==> config.mk <==
export PLATFORM = sky130hd
export DESIGN_NAME = hazard_ctrl_flat
export DESIGN_NICKNAME = d
export VERILOG_FILES = /design/src/rtl/hazard_ctrl_if.sv /design/src/rtl/hazard_ctrl.sv /design/src/flat_wrapper.sv
export SDC_FILE = /design/constraint.sdc
export NUM_CORES = 1
export LEC_CHECK = 0
export ABC_AREA = 1
export ABC_CLOCK_PERIOD_IN_PS = 4900
export CAP_MARGIN = 0
export CORE_MARGIN = 8
export CORE_UTILIZATION = 50
export DETAILED_ROUTE_END_ITERATION = 8
export PLACE_DENSITY = 0.82
export SETUP_SLACK_MARGIN = 0.05
export SLEW_MARGIN = 20
export SYNTH_ARGS = -nofsm -noshare
export SYNTH_HDL_FRONTEND = slang
export SYNTH_SLANG_ARGS = --single-unit
==> constraint.sdc <==
create_clock -name clk -period 4.9 [get_ports clk]
set_input_delay 1.47 -clock clk [delete_from_list [all_inputs] [get_ports clk]]
set_output_delay 1.47 -clock clk [all_outputs]
set_load 0.05 [all_outputs]
==> src/rtl/hazard_ctrl_if.sv <==
// Hazard controller bundle: decode/EX hazard inputs and stall/flush/mult-div outputs.
// master = pipeline side, slave = hazard controller side.
interface hazard_ctrl_if;
  logic        MemRead_EX;
  logic [4:0]  rt_EX;
  logic [4:0]  rs_ID;
  logic [4:0]  rt_ID;
  logic        uses_rt_ID;
  logic        branch_taken_EX;
  logic        md_start_ID;
  logic        hilo_use_ID;
  logic        PCWrite;
  logic        IFID_Write;
  logic        IFID_Flush;
  logic        IDEX_Flush;
  logic        md_busy;
  logic        md_done;
  logic [15:0] stall_cnt;

  modport master (
    output MemRead_EX, rt_EX, rs_ID, rt_ID, uses_rt_ID, branch_taken_EX, md_start_ID, hilo_use_ID,
    input  PCWrite, IFID_Write, IFID_Flush, IDEX_Flush, md_busy, md_done, stall_cnt
  );

  modport slave (
    input  MemRead_EX, rt_EX, rs_ID, rt_ID, uses_rt_ID, branch_taken_EX, md_start_ID, hilo_use_ID,
    output PCWrite, IFID_Write, IFID_Flush, IDEX_Flush, md_busy, md_done, stall_cnt
  );
endinterface

==> src/rtl/hazard_ctrl.sv <==
// Load-use stall, taken-branch flush and HI/LO interlock; stall/flush decisions are same-cycle.
// Mult/div runs MD_LATENCY BUSY cycles plus one DONE strobe; ID holds while a new md/hilo op waits.
module hazard_ctrl #(
  parameter int MD_LATENCY = 32,
  parameter int CNT_W      = 6
) (
  input  logic         clk,
  input  logic         rst,
  hazard_ctrl_if.slave hz
);

  typedef enum logic [1:0] {IDLE = 2'd0, BUSY = 2'd1, DONE = 2'd2} state_t;

  localparam logic [CNT_W-1:0] CNT_INIT = CNT_W'(MD_LATENCY - 1);

  state_t           state, state_nxt;
  logic [CNT_W-1:0] cnt, cnt_nxt;
  logic [15:0]      stall_q;
  logic             load_use;
  logic             md_hold;
  logic             accept;

  always_comb begin
    load_use = hz.MemRead_EX && (hz.rt_EX != 5'd0) &&
               ((hz.rs_ID == hz.rt_EX) || (hz.uses_rt_ID && (hz.rt_ID == hz.rt_EX)));
    md_hold  = (state != IDLE) && (hz.md_start_ID || hz.hilo_use_ID);
    accept   = hz.md_start_ID && !load_use && !hz.branch_taken_EX;
  end

  always_ff @(posedge clk) begin
    if (rst) begin
      state <= IDLE;
      cnt   <= '0;
    end else begin
      state <= state_nxt;
      cnt   <= cnt_nxt;
    end
  end

  always_comb begin
    state_nxt = state;
    cnt_nxt   = cnt;
    unique case (state)
      IDLE: begin
        if (accept) begin
          state_nxt = BUSY;
          cnt_nxt   = CNT_INIT;
        end
      end
      BUSY: begin
        if (cnt == '0) state_nxt = DONE;
        else           cnt_nxt   = cnt - CNT_W'(1);
      end
      DONE:    state_nxt = IDLE;
      default: state_nxt = IDLE;
    endcase
  end

  // Wrong-path ID instruction on a taken branch must not stall, so branch outranks the holds.
  always_comb begin
    hz.PCWrite    = 1'b1;
    hz.IFID_Write = 1'b1;
    hz.IFID_Flush = 1'b0;
    hz.IDEX_Flush = 1'b0;
    if (rst) begin
      hz.PCWrite    = 1'b0;
      hz.IFID_Write = 1'b0;
      hz.IFID_Flush = 1'b1;
      hz.IDEX_Flush = 1'b1;
    end else if (hz.branch_taken_EX) begin
      hz.IFID_Flush = 1'b1;
      hz.IDEX_Flush = 1'b1;
    end else if (load_use || md_hold) begin
      hz.PCWrite    = 1'b0;
      hz.IFID_Write = 1'b0;
      hz.IDEX_Flush = 1'b1;
    end
    hz.md_busy = (state == BUSY) || (state == DONE);
    hz.md_done = (state == DONE);
  end

  always_ff @(posedge clk) begin
    if (rst)                                  stall_q <= '0;
    else if (!hz.PCWrite && stall_q != 16'hFFFF) stall_q <= stall_q + 16'd1;
  end

  assign hz.stall_cnt = stall_q;

endmodule

==> src/flat_wrapper.sv <==
// flat-port wrapper written by rule: the top's interface ports become plain ports
module hazard_ctrl_flat 
#(
  parameter int MD_LATENCY = 32,
  parameter int CNT_W      = 6
)
  (clk, rst, hz_MemRead_EX, hz_rt_EX, hz_rs_ID, hz_rt_ID, hz_uses_rt_ID, hz_branch_taken_EX, hz_md_start_ID, hz_hilo_use_ID, hz_PCWrite, hz_IFID_Write, hz_IFID_Flush, hz_IDEX_Flush, hz_md_busy, hz_md_done, hz_stall_cnt);
  hazard_ctrl_if hz_i ();
  input  logic clk;
  input  logic rst;
  input wire logic [$bits(hz_i.MemRead_EX)-1:0] hz_MemRead_EX;
  input wire logic [$bits(hz_i.rt_EX)-1:0] hz_rt_EX;
  input wire logic [$bits(hz_i.rs_ID)-1:0] hz_rs_ID;
  input wire logic [$bits(hz_i.rt_ID)-1:0] hz_rt_ID;
  input wire logic [$bits(hz_i.uses_rt_ID)-1:0] hz_uses_rt_ID;
  input wire logic [$bits(hz_i.branch_taken_EX)-1:0] hz_branch_taken_EX;
  input wire logic [$bits(hz_i.md_start_ID)-1:0] hz_md_start_ID;
  input wire logic [$bits(hz_i.hilo_use_ID)-1:0] hz_hilo_use_ID;
  output wire logic [$bits(hz_i.PCWrite)-1:0] hz_PCWrite;
  output wire logic [$bits(hz_i.IFID_Write)-1:0] hz_IFID_Write;
  output wire logic [$bits(hz_i.IFID_Flush)-1:0] hz_IFID_Flush;
  output wire logic [$bits(hz_i.IDEX_Flush)-1:0] hz_IDEX_Flush;
  output wire logic [$bits(hz_i.md_busy)-1:0] hz_md_busy;
  output wire logic [$bits(hz_i.md_done)-1:0] hz_md_done;
  output wire logic [$bits(hz_i.stall_cnt)-1:0] hz_stall_cnt;
  assign hz_i.MemRead_EX = hz_MemRead_EX;
  assign hz_i.rt_EX = hz_rt_EX;
  assign hz_i.rs_ID = hz_rs_ID;
  assign hz_i.rt_ID = hz_rt_ID;
  assign hz_i.uses_rt_ID = hz_uses_rt_ID;
  assign hz_i.branch_taken_EX = hz_branch_taken_EX;
  assign hz_i.md_start_ID = hz_md_start_ID;
  assign hz_i.hilo_use_ID = hz_hilo_use_ID;
  assign hz_PCWrite = hz_i.PCWrite;
  assign hz_IFID_Write = hz_i.IFID_Write;
  assign hz_IFID_Flush = hz_i.IFID_Flush;
  assign hz_IDEX_Flush = hz_i.IDEX_Flush;
  assign hz_md_busy = hz_i.md_busy;
  assign hz_md_done = hz_i.md_done;
  assign hz_stall_cnt = hz_i.stall_cnt;
  hazard_ctrl #(.MD_LATENCY(MD_LATENCY), .CNT_W(CNT_W)) u_core (.clk(clk), .rst(rst), .hz(hz_i));
endmodule
==> results <==
- The flow ran to the end, and the final reports show no timing, DRC or antenna violations.
- Detailed placement finished with a half-perimeter wire length of 3170 um.
- Once layout is done, the placed cells without fillers occupy 0.00223 sq mm.
- The initial cell density of the core is 51.3%.
- The largest net degree at the start of global routing is 20.
- On the final layout, the worst clock skew is 21.9 ps.
- The vertical die dimension is 74.3 um.
- Of the synthesized area, sequential elements account for 28.3%.
- The first global-routing pass estimated 6940 um of wire.
- Global routing used 15.4% of the available tracks across all layers.
- The width of the chip is 74.3 um.
- The core region is 0.00331 sq mm.
- The detail route stage leaves a number of antenna-violating nets equal to 0.
- The area growth from synthesis to layout is 31.2%.
- For this run the aggregate overflow at the end of global routing stands at 0.
- The cell type with the highest aggregate area in the netlist is sky130_fd_sc_hd__dfxtp_1.
- The worst setup path is of the primary input to output pin kind.
- The total CTS buffers is 3.
- The number of antenna violations at the first check in global routing came to 0.
- The number of max-slew violations in the final report is 0.
- The detailed router placed 1720 vias in this run.
- The count of final setup violators is 0.
- The worst path in the final design needs a cycle of 4400 ps, including I/O delays and setup.
- The path class of the tightest hold or removal check is flip-flop to flip-flop.
- The power density over cell area is 349 mW/mm^2.
- The final number of hold-violating endpoints is 0.
- The highest clock frequency the design can meet is 227 MHz.
- The die covers 0.00552 sq mm.
- Of the available clock period, the critical path in the final layout requires 89.8%.
- For the pin with the worst max-slew slack, the measured transition is 517 ps.
- The post-cts resize count is 0.
- The top cell types in the final layout, fill and taps aside, are sky130_fd_sc_hd__nand2_1 (78), sky130_fd_sc_hd__clkdlybuf4s50_1 (39), sky130_fd_sc_hd__nand3_1 (30).
- The TritonCTS clock tree is done.
- The layout net count is 332.
- After synthesis, the cell types taking the most area are sky130_fd_sc_hd__dfxtp_1 (28%), sky130_fd_sc_hd__nand2_1 (17%), sky130_fd_sc_hd__nand3_1 (8.8%).
- The clock reaches the later pin of the worst-skew pair after 320 ps.
- In this run the clock root is driven by a sky130_fd_sc_hd__clkbuf_4.
- The average instance in the mapped netlist occupies 6.51 sq um.
- Post-CTS timing repair inserted 0 buffers for setup.
- The accumulated negative setup slack is 0 ps.
- The cell area after technology mapping is 0.00170 sq mm.
- For this design, the sink count on the clock tree is 24.
- Counting the fill cells in the layout gives 316.
- The average routed wire per standard cell is 11.8 um.
- The hold slack is 506 ps.
- During synthesis, Yosys emitted a total of 0 warnings.
- Wires add up to 4100 um.
- Data on the critical path is required at its endpoint by 3430 ps.
- After detailed routing, the number of remaining DRC violations is 0.
- STA classifies the critical path endpoint as an output pin.
- The via count of the first global-routing pass was 1601.
- The detailed-route vias per instance is 4.93.
- Setup repair after global routing left no endpoint under its margin.
- Counting every net in the synthesized netlist gives 289.
- The static power due to leakage is 0.992 nW.
- The synthesized design devotes to its leading area cell type 28.3% of total area.
- The H-tree depth is 1.
- STA classifies the critical path startpoint as a primary input.
- The largest fanout of any net on the critical path is 4.
- 0 antenna diodes ended up in the layout.
- The number of hold-repair buffers added at the cts stage is 0.
- The number of placement rows is 21.
- Data on the critical path arrives at its endpoint at 2930 ps.
- Port buffering added 43 buffers.
- The max-slew headroom at the worst pin is 65.4%.
- The worst-case IR drop observed on VDD is 0.000203 V.
- The placed standard-cell area is 0.00219 sq mm.
- In this run the deepest clock path goes through 2 buffers.
- Leaving out filler cells and counting taps, the final layout contains 349.
- The synthesized design contains 24 register bits.
- After clock tree synthesis, the clock-pin slew on the worst setup and hold paths is 120 ps.
- The commonest non-fill, non-tap cell in the layout is sky130_fd_sc_hd__nand2_1.
- The number of distinct library cells after synthesis is 25.
- The initial DRC count is 80.
- The iteration count of the initial detailed-routing pass is 4.
- The post-route netlist has 12.2% of its cells at a drive strength greater than 1.
- The tool flagged a number of max-cap violations equal to 0.
- Routability-driven placement finished with a final weighted congestion of 0.839.
- The placed cell count is 345.
- The number of top-level pins is 44.
- Setup slack on the worst reg-to-reg path comes out at 2900 ps.
- The number of cells produced by synthesis is 261.
[stage by stage]
| step | power [W] | util [%] | setup WS [ps] |
|---|---|---|---|
| finish | 0.000778 | 67.3 | 501 |
| global route | 0.000843 | 67.3 | 318 |
| CTS | 0.000784 | 67.3 | 476 |
| detailed placement | 0.000677 | 66.2 | 481 |
| global placement | 0.000668 | 66.2 | 483 |
| floorplan | 0.000567 | - | 649 |
[final timing paths]
check / startpoint / endpoint / depth (start not counted)
min: u_core.cnt[5]$_SDFFE_PP0P_ / u_core.cnt[5]$_SDFFE_PP0P_ / 2
max reg2reg: u_core.hz.stall_cnt[0]$_SDFFE_PP0P_ / u_core.hz.stall_cnt[14]$_SDFFE_PP0P_ / 11
min reg2reg: u_core.cnt[5]$_SDFFE_PP0P_ / u_core.cnt[5]$_SDFFE_PP0P_ / 2
max: hz_rt_EX[4] / hz_PCWrite / 13
[metal layers]
layer	global-route usage, %	up-vias	part of all wire [%]
li1	-	910	-
met1	19.5	764	47
met2	25.8	42	47
met3	3.37	4	5.5
met4	3.91	0	0.88
met5	0	-	0
[report_power, final]
group | switching [W] | internal, W | leakage (nW) | total, W
clock | 0.0000611 | 0.0000454 | 0.0210 | 0.000107
sequential | 0.0000265 | 0.000228 | 0.195 | 0.000254
combinational | 0.000262 | 0.000156 | 0.776 | 0.000418
[cell families after synthesis]
group / after synthesis / synth area share [%]
AO/OA/AOI/OAI: 27 / 10.2
XOR/XNOR: 15 / 7.74
adder cells (fa/ha/maj): 6 / 4.42
buffers and inverters: 41 / 10.5
flip-flops: 24 / 28.3
AND/OR/NAND/NOR: 148 / 38.9
[critical path: stages]
cell,delay (ps)
sky130_fd_sc_hd__clkdlybuf4s50_1,550
sky130_fd_sc_hd__inv_1,60
sky130_fd_sc_hd__nand2_1,50
sky130_fd_sc_hd__nand2_1,60
sky130_fd_sc_hd__nor2_1,100
sky130_fd_sc_hd__nand3_1,70
sky130_fd_sc_hd__nand2_1,60
sky130_fd_sc_hd__nand2_1,70
sky130_fd_sc_hd__nand2_1,60
sky130_fd_sc_hd__nand2_1,40
sky130_fd_sc_hd__nand2_1,110
sky130_fd_sc_hd__inv_2,80
sky130_fd_sc_hd__buf_12,150
[registers in the layout, summed over array words and instances, names as in the netlist]
| name | count |
|---|---|
| u_core.state | 2 |
| u_core.cnt | 6 |
| u_core.hz.stall_cnt | 16 |
[cell type report]
type,instances,area [sq um],area share (%)
Tap cell,46,57.6,2.58
Inverter,34,128,5.73
Sequential cell,24,480,21.6
Clock buffer,4,36.3,1.63
Multi-Input combinational cell,196,1040,46.7
Timing Repair Buffer,45,485,21.8
[synth_stat cells (all sizes together)]
| cell | count |
|---|---|
| nand3 | 30 |
| buf | 5 |
| inv | 34 |
| a21oi | 21 |
| nand2 | 81 |
| nor3 | 3 |
| clkbuf | 2 |
| nand3b | 2 |
| ha | 6 |
| xor2 | 7 |
| dfxtp | 24 |
| xnor2 | 8 |
| nor4 | 1 |
| nor2 | 25 |
| nand4 | 5 |
| or2 | 1 |
| o21ai | 6 |
(Power assumes the default switching activity.)
